## src/rtl/acc_mem_pkg.sv

```systemverilog
// ============================================================================
// Module      : acc_mem_pkg
// Description : Shared types and default address windows for the accelerator
//               memory bridge and its address decoder.
// Revision    : 1.0 - initial release
// ============================================================================
`default_nettype none

package acc_mem_pkg;

    typedef enum logic [1:0] {
        ST_IDLE = 2'd0,
        ST_REQ  = 2'd1,
        ST_WAIT = 2'd2,
        ST_DONE = 2'd3
    } state_e;

    typedef enum logic [1:0] {
        TGT_SPM = 2'd0,
        TGT_EXT = 2'd1,
        TGT_ERR = 2'd2
    } tgt_e;

    localparam logic [31:0] C_DEF_SPM_BASE  = 32'h0000_0000;
    localparam logic [31:0] C_DEF_SPM_SIZE  = 32'h0001_0000;
    localparam logic [31:0] C_DEF_EXT_BASE  = 32'hF000_0000;
    localparam logic [31:0] C_DEF_EXT_SIZE  = 32'h1000_0000;
    localparam logic [31:0] C_DEF_ERR_RDATA = 32'h0BAD_ADD0;

endpackage

`default_nettype wire

```

## src/rtl/acc_mem_decode.sv

```systemverilog
// ============================================================================
// Module      : acc_mem_decode
// Description : Combinational address decoder selecting SPM, external or
//               unmapped target. SPM window takes priority over EXT window.
// Revision    : 1.0 - initial release
// ============================================================================
`default_nettype none

module acc_mem_decode
    import acc_mem_pkg::*;
#(
    parameter int                   ADDR_SIZE = 32,
    parameter logic [ADDR_SIZE-1:0] SPM_BASE  = C_DEF_SPM_BASE,
    parameter logic [ADDR_SIZE-1:0] SPM_SIZE  = C_DEF_SPM_SIZE,
    parameter logic [ADDR_SIZE-1:0] EXT_BASE  = C_DEF_EXT_BASE,
    parameter logic [ADDR_SIZE-1:0] EXT_SIZE  = C_DEF_EXT_SIZE
) (
    input  logic [ADDR_SIZE-1:0] i_addr,
    output tgt_e                 o_tgt
);

    logic [ADDR_SIZE-1:0] w_spm_off;
    logic [ADDR_SIZE-1:0] w_ext_off;

    // Subtract-then-compare handles windows anywhere in the space, unsigned wrap included.
    assign w_spm_off = i_addr - SPM_BASE;
    assign w_ext_off = i_addr - EXT_BASE;

    always_comb begin
        o_tgt = TGT_ERR;
        if (w_spm_off < SPM_SIZE) begin
            o_tgt = TGT_SPM;
        end else if (w_ext_off < EXT_SIZE) begin
            o_tgt = TGT_EXT;
        end
    end

endmodule

`default_nettype wire

```

## src/rtl/acc_mem_bridge.sv

```systemverilog
// ============================================================================
// Module      : acc_mem_bridge
// Description : Routes the core's single-outstanding memory port to the SPM,
//               the external register port, or an unmapped-error path.
// Revision    : 1.0 - initial release
// ============================================================================
`default_nettype none

module acc_mem_bridge
    import acc_mem_pkg::*;
#(
    parameter int                   DATA_SIZE = 32,
    parameter int                   ADDR_SIZE = 32,
    parameter logic [ADDR_SIZE-1:0] SPM_BASE  = C_DEF_SPM_BASE,
    parameter logic [ADDR_SIZE-1:0] SPM_SIZE  = C_DEF_SPM_SIZE,
    parameter logic [ADDR_SIZE-1:0] EXT_BASE  = C_DEF_EXT_BASE,
    parameter logic [ADDR_SIZE-1:0] EXT_SIZE  = C_DEF_EXT_SIZE,
    parameter logic [DATA_SIZE-1:0] ERR_RDATA = C_DEF_ERR_RDATA,
    localparam int                  STRB      = DATA_SIZE / 8,
    localparam int                  SPM_AW    = $clog2(SPM_SIZE) - 2
) (
    input  logic                 clk_i,
    input  logic                 resetn_i,

    input  logic                 core_en_i,
    input  logic [STRB-1:0]      core_we_i,
    input  logic [ADDR_SIZE-1:0] core_addr_i,
    input  logic [DATA_SIZE-1:0] core_wdata_i,
    output logic [DATA_SIZE-1:0] core_rdata_o,
    output logic                 core_stall_o,

    output logic                 spm_en_o,
    output logic [STRB-1:0]      spm_we_o,
    output logic [SPM_AW-1:0]    spm_addr_o,
    output logic [DATA_SIZE-1:0] spm_wdata_o,
    input  logic [DATA_SIZE-1:0] spm_rdata_i,

    output logic                 ext_req_valid_o,
    input  logic                 ext_req_ready_i,
    output logic [STRB-1:0]      ext_req_we_o,
    output logic [ADDR_SIZE-1:0] ext_req_addr_o,
    output logic [DATA_SIZE-1:0] ext_req_wdata_o,
    input  logic                 ext_rsp_valid_i,
    input  logic [DATA_SIZE-1:0] ext_rsp_rdata_i,
    input  logic                 ext_rsp_err_i,

    output logic                 err_o,
    output logic [ADDR_SIZE-1:0] err_addr_o,
    input  logic                 err_clr_i
);

    tgt_e                 w_tgt;
    state_e               r_state;
    state_e               w_state_nxt;
    logic                 r_resp;
    tgt_e                 r_src;
    logic [DATA_SIZE-1:0] r_ext_rdata;
    logic [STRB-1:0]      r_ext_we;
    logic [ADDR_SIZE-1:0] r_ext_addr;
    logic [DATA_SIZE-1:0] r_ext_wdata;
    logic                 r_err;
    logic [ADDR_SIZE-1:0] r_err_addr;

    logic                 w_stall;
    logic                 w_ext_valid;
    logic                 w_accept;
    logic                 w_spm_en;
    logic [ADDR_SIZE-1:0] w_spm_off;
    logic                 w_err_new;
    logic [ADDR_SIZE-1:0] w_err_addr;
    logic                 w_ext_start;

    acc_mem_decode #(
        .ADDR_SIZE (ADDR_SIZE),
        .SPM_BASE  (SPM_BASE),
        .SPM_SIZE  (SPM_SIZE),
        .EXT_BASE  (EXT_BASE),
        .EXT_SIZE  (EXT_SIZE)
    ) u_decode (
        .i_addr (core_addr_i),
        .o_tgt  (w_tgt)
    );

    // ---------------- FSM: state register ----------------
    always_ff @(posedge clk_i or negedge resetn_i) begin
        if (!resetn_i) begin
            r_state <= ST_IDLE;
        end else begin
            r_state <= w_state_nxt;
        end
    end

    // ---------------- FSM: next state ----------------
    always_comb begin
        w_state_nxt = r_state;
        case (r_state)
            ST_IDLE: if (w_ext_start)     w_state_nxt = ST_REQ;
            ST_REQ:  if (ext_req_ready_i) w_state_nxt = ST_WAIT;
            ST_WAIT: if (ext_rsp_valid_i) w_state_nxt = ST_DONE;
            ST_DONE: if (w_accept)        w_state_nxt = ST_IDLE;
            default:                      w_state_nxt = ST_IDLE;
        endcase
    end

    // ---------------- FSM: outputs ----------------
    // Stall depends only on core inputs, state and r_resp; never on ext_* inputs.
    always_comb begin
        w_stall     = 1'b0;
        w_ext_valid = 1'b0;
        case (r_state)
            ST_IDLE: w_stall = core_en_i & ~r_resp & (w_tgt == TGT_EXT);
            ST_REQ: begin
                w_stall     = 1'b1;
                w_ext_valid = 1'b1;
            end
            ST_WAIT: w_stall = 1'b1;
            default: w_stall = 1'b0;
        endcase
    end

    assign w_ext_start = core_en_i & ~r_resp & (w_tgt == TGT_EXT);
    assign w_accept    = core_en_i & ~w_stall & ~r_resp;
    assign w_spm_en    = core_en_i & ~r_resp & (w_tgt == TGT_SPM);
    assign w_spm_off   = core_addr_i - SPM_BASE;

    assign w_err_new  = (w_accept & (w_tgt == TGT_ERR))
                      | ((r_state == ST_WAIT) & ext_rsp_valid_i & ext_rsp_err_i);
    assign w_err_addr = (r_state == ST_WAIT) ? (r_ext_addr + EXT_BASE) : core_addr_i;

    always_ff @(posedge clk_i or negedge resetn_i) begin
        if (!resetn_i) begin
            r_resp      <= 1'b0;
            r_src       <= TGT_SPM;
            r_ext_rdata <= '0;
            r_ext_we    <= '0;
            r_ext_addr  <= '0;
            r_ext_wdata <= '0;
            r_err       <= 1'b0;
            r_err_addr  <= '0;
        end else begin
            r_resp <= w_accept;
            if (w_accept) begin
                r_src <= w_tgt;
            end
            if ((r_state == ST_IDLE) && w_ext_start) begin
                r_ext_we    <= core_we_i;
                r_ext_addr  <= core_addr_i - EXT_BASE;
                r_ext_wdata <= core_wdata_i;
            end
            if ((r_state == ST_WAIT) && ext_rsp_valid_i) begin
                r_ext_rdata <= ext_rsp_err_i ? ERR_RDATA : ext_rsp_rdata_i;
            end
            // A simultaneous clear loses to a new error, which re-captures the address.
            if (w_err_new) begin
                r_err <= 1'b1;
                if (!r_err || err_clr_i) begin
                    r_err_addr <= w_err_addr;
                end
            end else if (err_clr_i) begin
                r_err <= 1'b0;
            end
        end
    end

    always_comb begin
        core_rdata_o = '0;
        if (r_resp) begin
            case (r_src)
                TGT_SPM: core_rdata_o = spm_rdata_i;
                TGT_EXT: core_rdata_o = r_ext_rdata;
                default: core_rdata_o = ERR_RDATA;
            endcase
        end
    end

    assign core_stall_o    = w_stall;
    assign spm_en_o        = w_spm_en;
    assign spm_we_o        = w_spm_en ? core_we_i : '0;
    assign spm_addr_o      = w_spm_en ? w_spm_off[SPM_AW+1:2] : '0;
    assign spm_wdata_o     = w_spm_en ? core_wdata_i : '0;
    assign ext_req_valid_o = w_ext_valid;
    assign ext_req_we_o    = r_ext_we;
    assign ext_req_addr_o  = r_ext_addr;
    assign ext_req_wdata_o = r_ext_wdata;
    assign err_o           = r_err;
    assign err_addr_o      = r_err_addr;

endmodule

`default_nettype wire

```

## config.mk

```make
export PLATFORM = sky130hd
export DESIGN_NAME = acc_mem_bridge
export DESIGN_NICKNAME = d
export VERILOG_FILES = /design/src/rtl/acc_mem_pkg.sv /design/src/rtl/acc_mem_decode.sv /design/src/rtl/acc_mem_bridge.sv
export SDC_FILE = /design/constraint.sdc
export NUM_CORES = 1
export LEC_CHECK = 0
export ABC_AREA = 0
export BUFFER_PORTS_ARGS = -buffer_cell sky130_fd_sc_hd__buf_2
export CORE_ASPECT_RATIO = 1.2
export CORE_MARGIN = 10
export CORE_UTILIZATION = 30
export CTS_CLUSTER_SIZE = 20
export DETAILED_ROUTE_END_ITERATION = 10
export GPL_TIMING_DRIVEN = 0
export HOLD_SLACK_MARGIN = 0.15
export MAX_ROUTING_LAYER = met4
export PLACE_DENSITY_LB_ADDON = 0.3
export RECOVER_POWER = 100
export SYNTH_ARGS = -nofsm -noshare
export SYNTH_HDL_FRONTEND = slang
export SYNTH_SLANG_ARGS = --single-unit
```

## constraint.sdc

```tcl
create_clock -name clk_i -period 2.2 [get_ports clk_i]
set_input_delay 0.22 -clock clk_i [delete_from_list [all_inputs] [get_ports clk_i]]
set_output_delay 0.22 -clock clk_i [all_outputs]
set_load 0.1 [all_outputs]
```

==> impl_metrics.env <==
export IMPL_netlist_top_cells_count="dfrtp_1, mux2_2, and2_1"
export IMPL_drv_slew=62
export IMPL_place_congestion=0.788
export IMPL_cts_buffers=17
export IMPL_nFillCells=1899
export IMPL_boundaryPins=325
export IMPL_synth_seq_cells=138
export IMPL_ys_seq_area_share_pct=50.9
export IMPL_r2r_cells=7
export IMPL_peakVddDrop_mv=1.50
export IMPL_clock_path_buffers=2
export IMPL_path_class="reg -> out"
export IMPL_regArea_um2=3450
export IMPL_power_per_cell_area_nw_per_um2=1640
export IMPL_die_h_um=185
export IMPL_grt_antenna_before_repair=3
export IMPL_netlist_instances=579
export IMPL_use_met2_pct=30.5
export IMPL_post_synth_top_count_cell="dfrtp_1"
export IMPL_layout_nets=1186
export IMPL_first_global_vias=6894
export IMPL_tightest_slew_ns=1.63
export IMPL_fmax_mhz=454
export IMPL_r2r_start="r_state[0]$_DFFE_PN0P_"
export IMPL_critPathSlowestCell="dfrtp_2"
export IMPL_min_path_cells=3
export IMPL_use_met3_pct=8.37
export IMPL_whs_endpoint="err_o$_DFFE_PN0P_"
export IMPL_hold_path_class="in -> reg"
export IMPL_ys_types=34
export IMPL_crit_required_ns=1.98
export IMPL_grt_max_degree=78
export IMPL_min_period_ns=2.20
export IMPL_slew_headroom_pct=-8.57
export IMPL_num_vias=6251
export IMPL_tns_ns=-0.00502
export IMPL_violations="capacitance limit, slew limit, setup timing"
export IMPL_status="finished with violations"
export IMPL_fin_skew_ns=0.0187
export IMPL_synthesis_area_um2=6780
export IMPL_die_area_um2=29000
export IMPL_final_layout_size_suffix_gt1_share_pct=58.8
export IMPL_overflow=0
export IMPL_fin_crit_sh_pct=100
export IMPL_yosys_area_top_type="dfrtp_1"
export IMPL_grtUsageTotal_pct=18.9
export IMPL_synthFlopType="dfrtp_1"
export IMPL_netlist_top_cells_area="dfrtp_1, mux2_2, mux2i_1"
export IMPL_htree_levels=4
export IMPL_core_um2=22400
export IMPL_critPathMaxFanout=10
export IMPL_clk_pin_slew_ns=0.06
export IMPL_grt_pass1_wl_mm=40.6
export IMPL_reg2reg_to="err_addr_o[19]$_DFFE_PN0P_"
export IMPL_synth_top_area_share_pct=50.9
export IMPL_finalSetupViolCount=2
export IMPL_min_from="err_clr_i"
export IMPL_finish_utilization_pct=52.8
export IMPL_crit_chain="and2b_2, nand2_2, a21oi_4, buf_6, buf_8, and2_2, buf_12"
export IMPL_dpl_hpwl_mm=19.1
export IMPL_grt_use_met1_pct=20.1
export IMPL_cts_sinks=138
export IMPL_whs_ns=0.175
export IMPL_placementRows=60
export IMPL_root_buffer="clkbuf_16"
export IMPL_finalWirelength_mm=27.4
export IMPL_grt_busiest_layer="met2"
export IMPL_setup_ws_ns=-0.00296
export IMPL_cp_slowest_stage_delay_ns=0.40
export IMPL_dp_cells=1183
export IMPL_post_place_ws_ns=-1.40
export IMPL_syn_to_final_growth_pct=74.3
export IMPL_synth_edf_count=0
export IMPL_start_util_pct=30.3
export IMPL_drtIter0Drc=165
export IMPL_drtPass1Iterations=4
export IMPL_p_leak_nw=5.78
export IMPL_async_reset_ff_share_pct=100
export IMPL_io_buffers=324
export IMPL_mappedNetlistNets=727
export IMPL_cts_tree="done"
export IMPL_ys_warn_count=0
export IMPL_wire_per_inst_um=20.6
export IMPL_syn_avg_cell_area_um2=11.7
export IMPL_start_kind="flip-flop"
export IMPL_hold_viol_final=0
export IMPL_critPathCaptureType="primary output"
export IMPL_worstPathArrival_ns=1.98
export IMPL_drc=0
export IMPL_maxCapViolCount=1
export IMPL_ant_nets=0
export IMPL_rsz0062_at_grt="true"
export IMPL_dieWidth_um=157
export IMPL_multiInputGateArea_um2=3420
export IMPL_fin_cells=1332
export IMPL_via_per_inst=4.69
export IMPL_rrSetupSlack_ns=0.03
export IMPL_clkLatencyLatePin_ns=0.43
worst max path at each step:
stage / startpoint / endpoint / cells after the start
floorplan: r_src[0]$_DFFE_PN0P_ / core_rdata_o[10] / 4
global placement: core_addr_i[27] / spm_we_o[1] / 7
detailed placement: core_addr_i[27] / spm_we_o[1] / 7
CTS: r_state[0]$_DFFE_PN0P_ / core_stall_o / 6
global route: r_resp$_DFF_PN0_ / spm_addr_o[2] / 7
finish: r_resp$_DFF_PN0_ / spm_addr_o[2] / 7
logic make-up after synthesis:
kind of cell	synth area share, %
xor gates and xnor gates	0.258
muxes	26.1
adders and majority gates	1.66
DFF	50.9
and+or+nand+nor	11.9
AOI/OAI and AO/OA	5.89
buffers and inverters	3.23
through the flow:
stage | cell area [um^2] | power, mW
final | 11800 | 19.4
after global routing | 11800 | 20.2
after CTS | 11600 | 19.1
after detailed placement | 8940 | 15.6
after global placement | 8910 | 15.5
after floorplan | 6940 | 13.5
power breakdown:
part           internal [mW]  switching, mW  total (mW)
Sequential              3.59          0.617        4.21
Combinational           2.94           9.24        12.2
Clock                   1.82           1.19        3.01
Total                   8.35           11.0        19.4
repair_timing:
action                                  in CTS  in global routing
hold buffers                                98                  0
endpoints found under the hold margin      158                  0
endpoints found under the setup margin     111                108
cloned                                       2                  2
pin swaps                                   12                 13
buffers inserted                             6                  9
gates resized for setup                    287                 39
layout make-up:
class,count,share of cell area (%)
repair buffers,442,31.0
clock buffers,18,3.72
well taps,279,2.95
flip-flops and latches,138,29.2
diodes,3,0.0635
multi-input cells,393,28.9
plain buffers,34,2.28
inverters,12,0.413
clock inverters,13,1.42
registers in the layout, indices dropped and copies added (netlist names):
| signal | count |
|---|---|
| ext_req_wdata_o | 32 |
| r_src | 2 |
| ext_req_we_o | 4 |
| err_o | 1 |
| r_state | 2 |
| r_ext_rdata | 32 |
| err_addr_o | 32 |
| r_resp | 1 |
| ext_req_addr_o | 32 |
cell usage in the layout (no fill, tap or decap), types with 2 or more instances in the layout:
| cell type | Yosys | routed |
|---|---|---|
| buf_4 | 0 | 41 |
| nor2_2 | 0 | 10 |
| buf_12 | 0 | 55 |
| a21oi_2 | 1 | 2 |
| buf_8 | 0 | 6 |
| diode_2 | 0 | 3 |
| xnor2_1 | 2 | 2 |
| a21oi_4 | 1 | 2 |
| clkbuf_16 | 0 | 20 |
| clkinv_2 | 0 | 2 |
| inv_6 | 0 | 3 |
| dlygate4sd3_1 | 0 | 98 |
| clkinv_4 | 0 | 3 |
| mux2i_1 | 34 | 34 |
| nand2b_1 | 16 | 16 |
| and2_4 | 0 | 42 |
| bufinv_16 | 0 | 3 |
| ha_1 | 9 | 7 |
| nand2_1 | 37 | 35 |
| a21boi_2 | 0 | 15 |
| clkinvlp_4 | 0 | 3 |
| nand3_1 | 4 | 3 |
| clkbuf_2 | 1 | 3 |
| dfrtp_1 | 138 | 137 |
| nor2_1 | 37 | 27 |
| buf_6 | 3 | 4 |
| mux2_2 | 123 | 123 |
| nor4_4 | 0 | 2 |
| clkbuf_1 | 20 | 12 |
| inv_1 | 12 | 10 |
| o21ai_0 | 35 | 35 |
| mux2_4 | 3 | 3 |
| and2_1 | 52 | 2 |
| and2_2 | 0 | 7 |
| buf_2 | 12 | 253 |
| a21oi_1 | 8 | 6 |
metal layers:
metal	part of all wire [%]	vias to the layer above
met5	0	-
met4	2.3	0
met3	10	39
met2	49	298
met1	39	3011
li1	-	2903
critical path: cells and delay by family, from the launching register on:
family,cells,cell delay [ns]
simple gates,3,0.53
buf+inv,3,0.48
flops,1,0.40
compound gates,1,0.17
(Power assumes the default switching activity.)
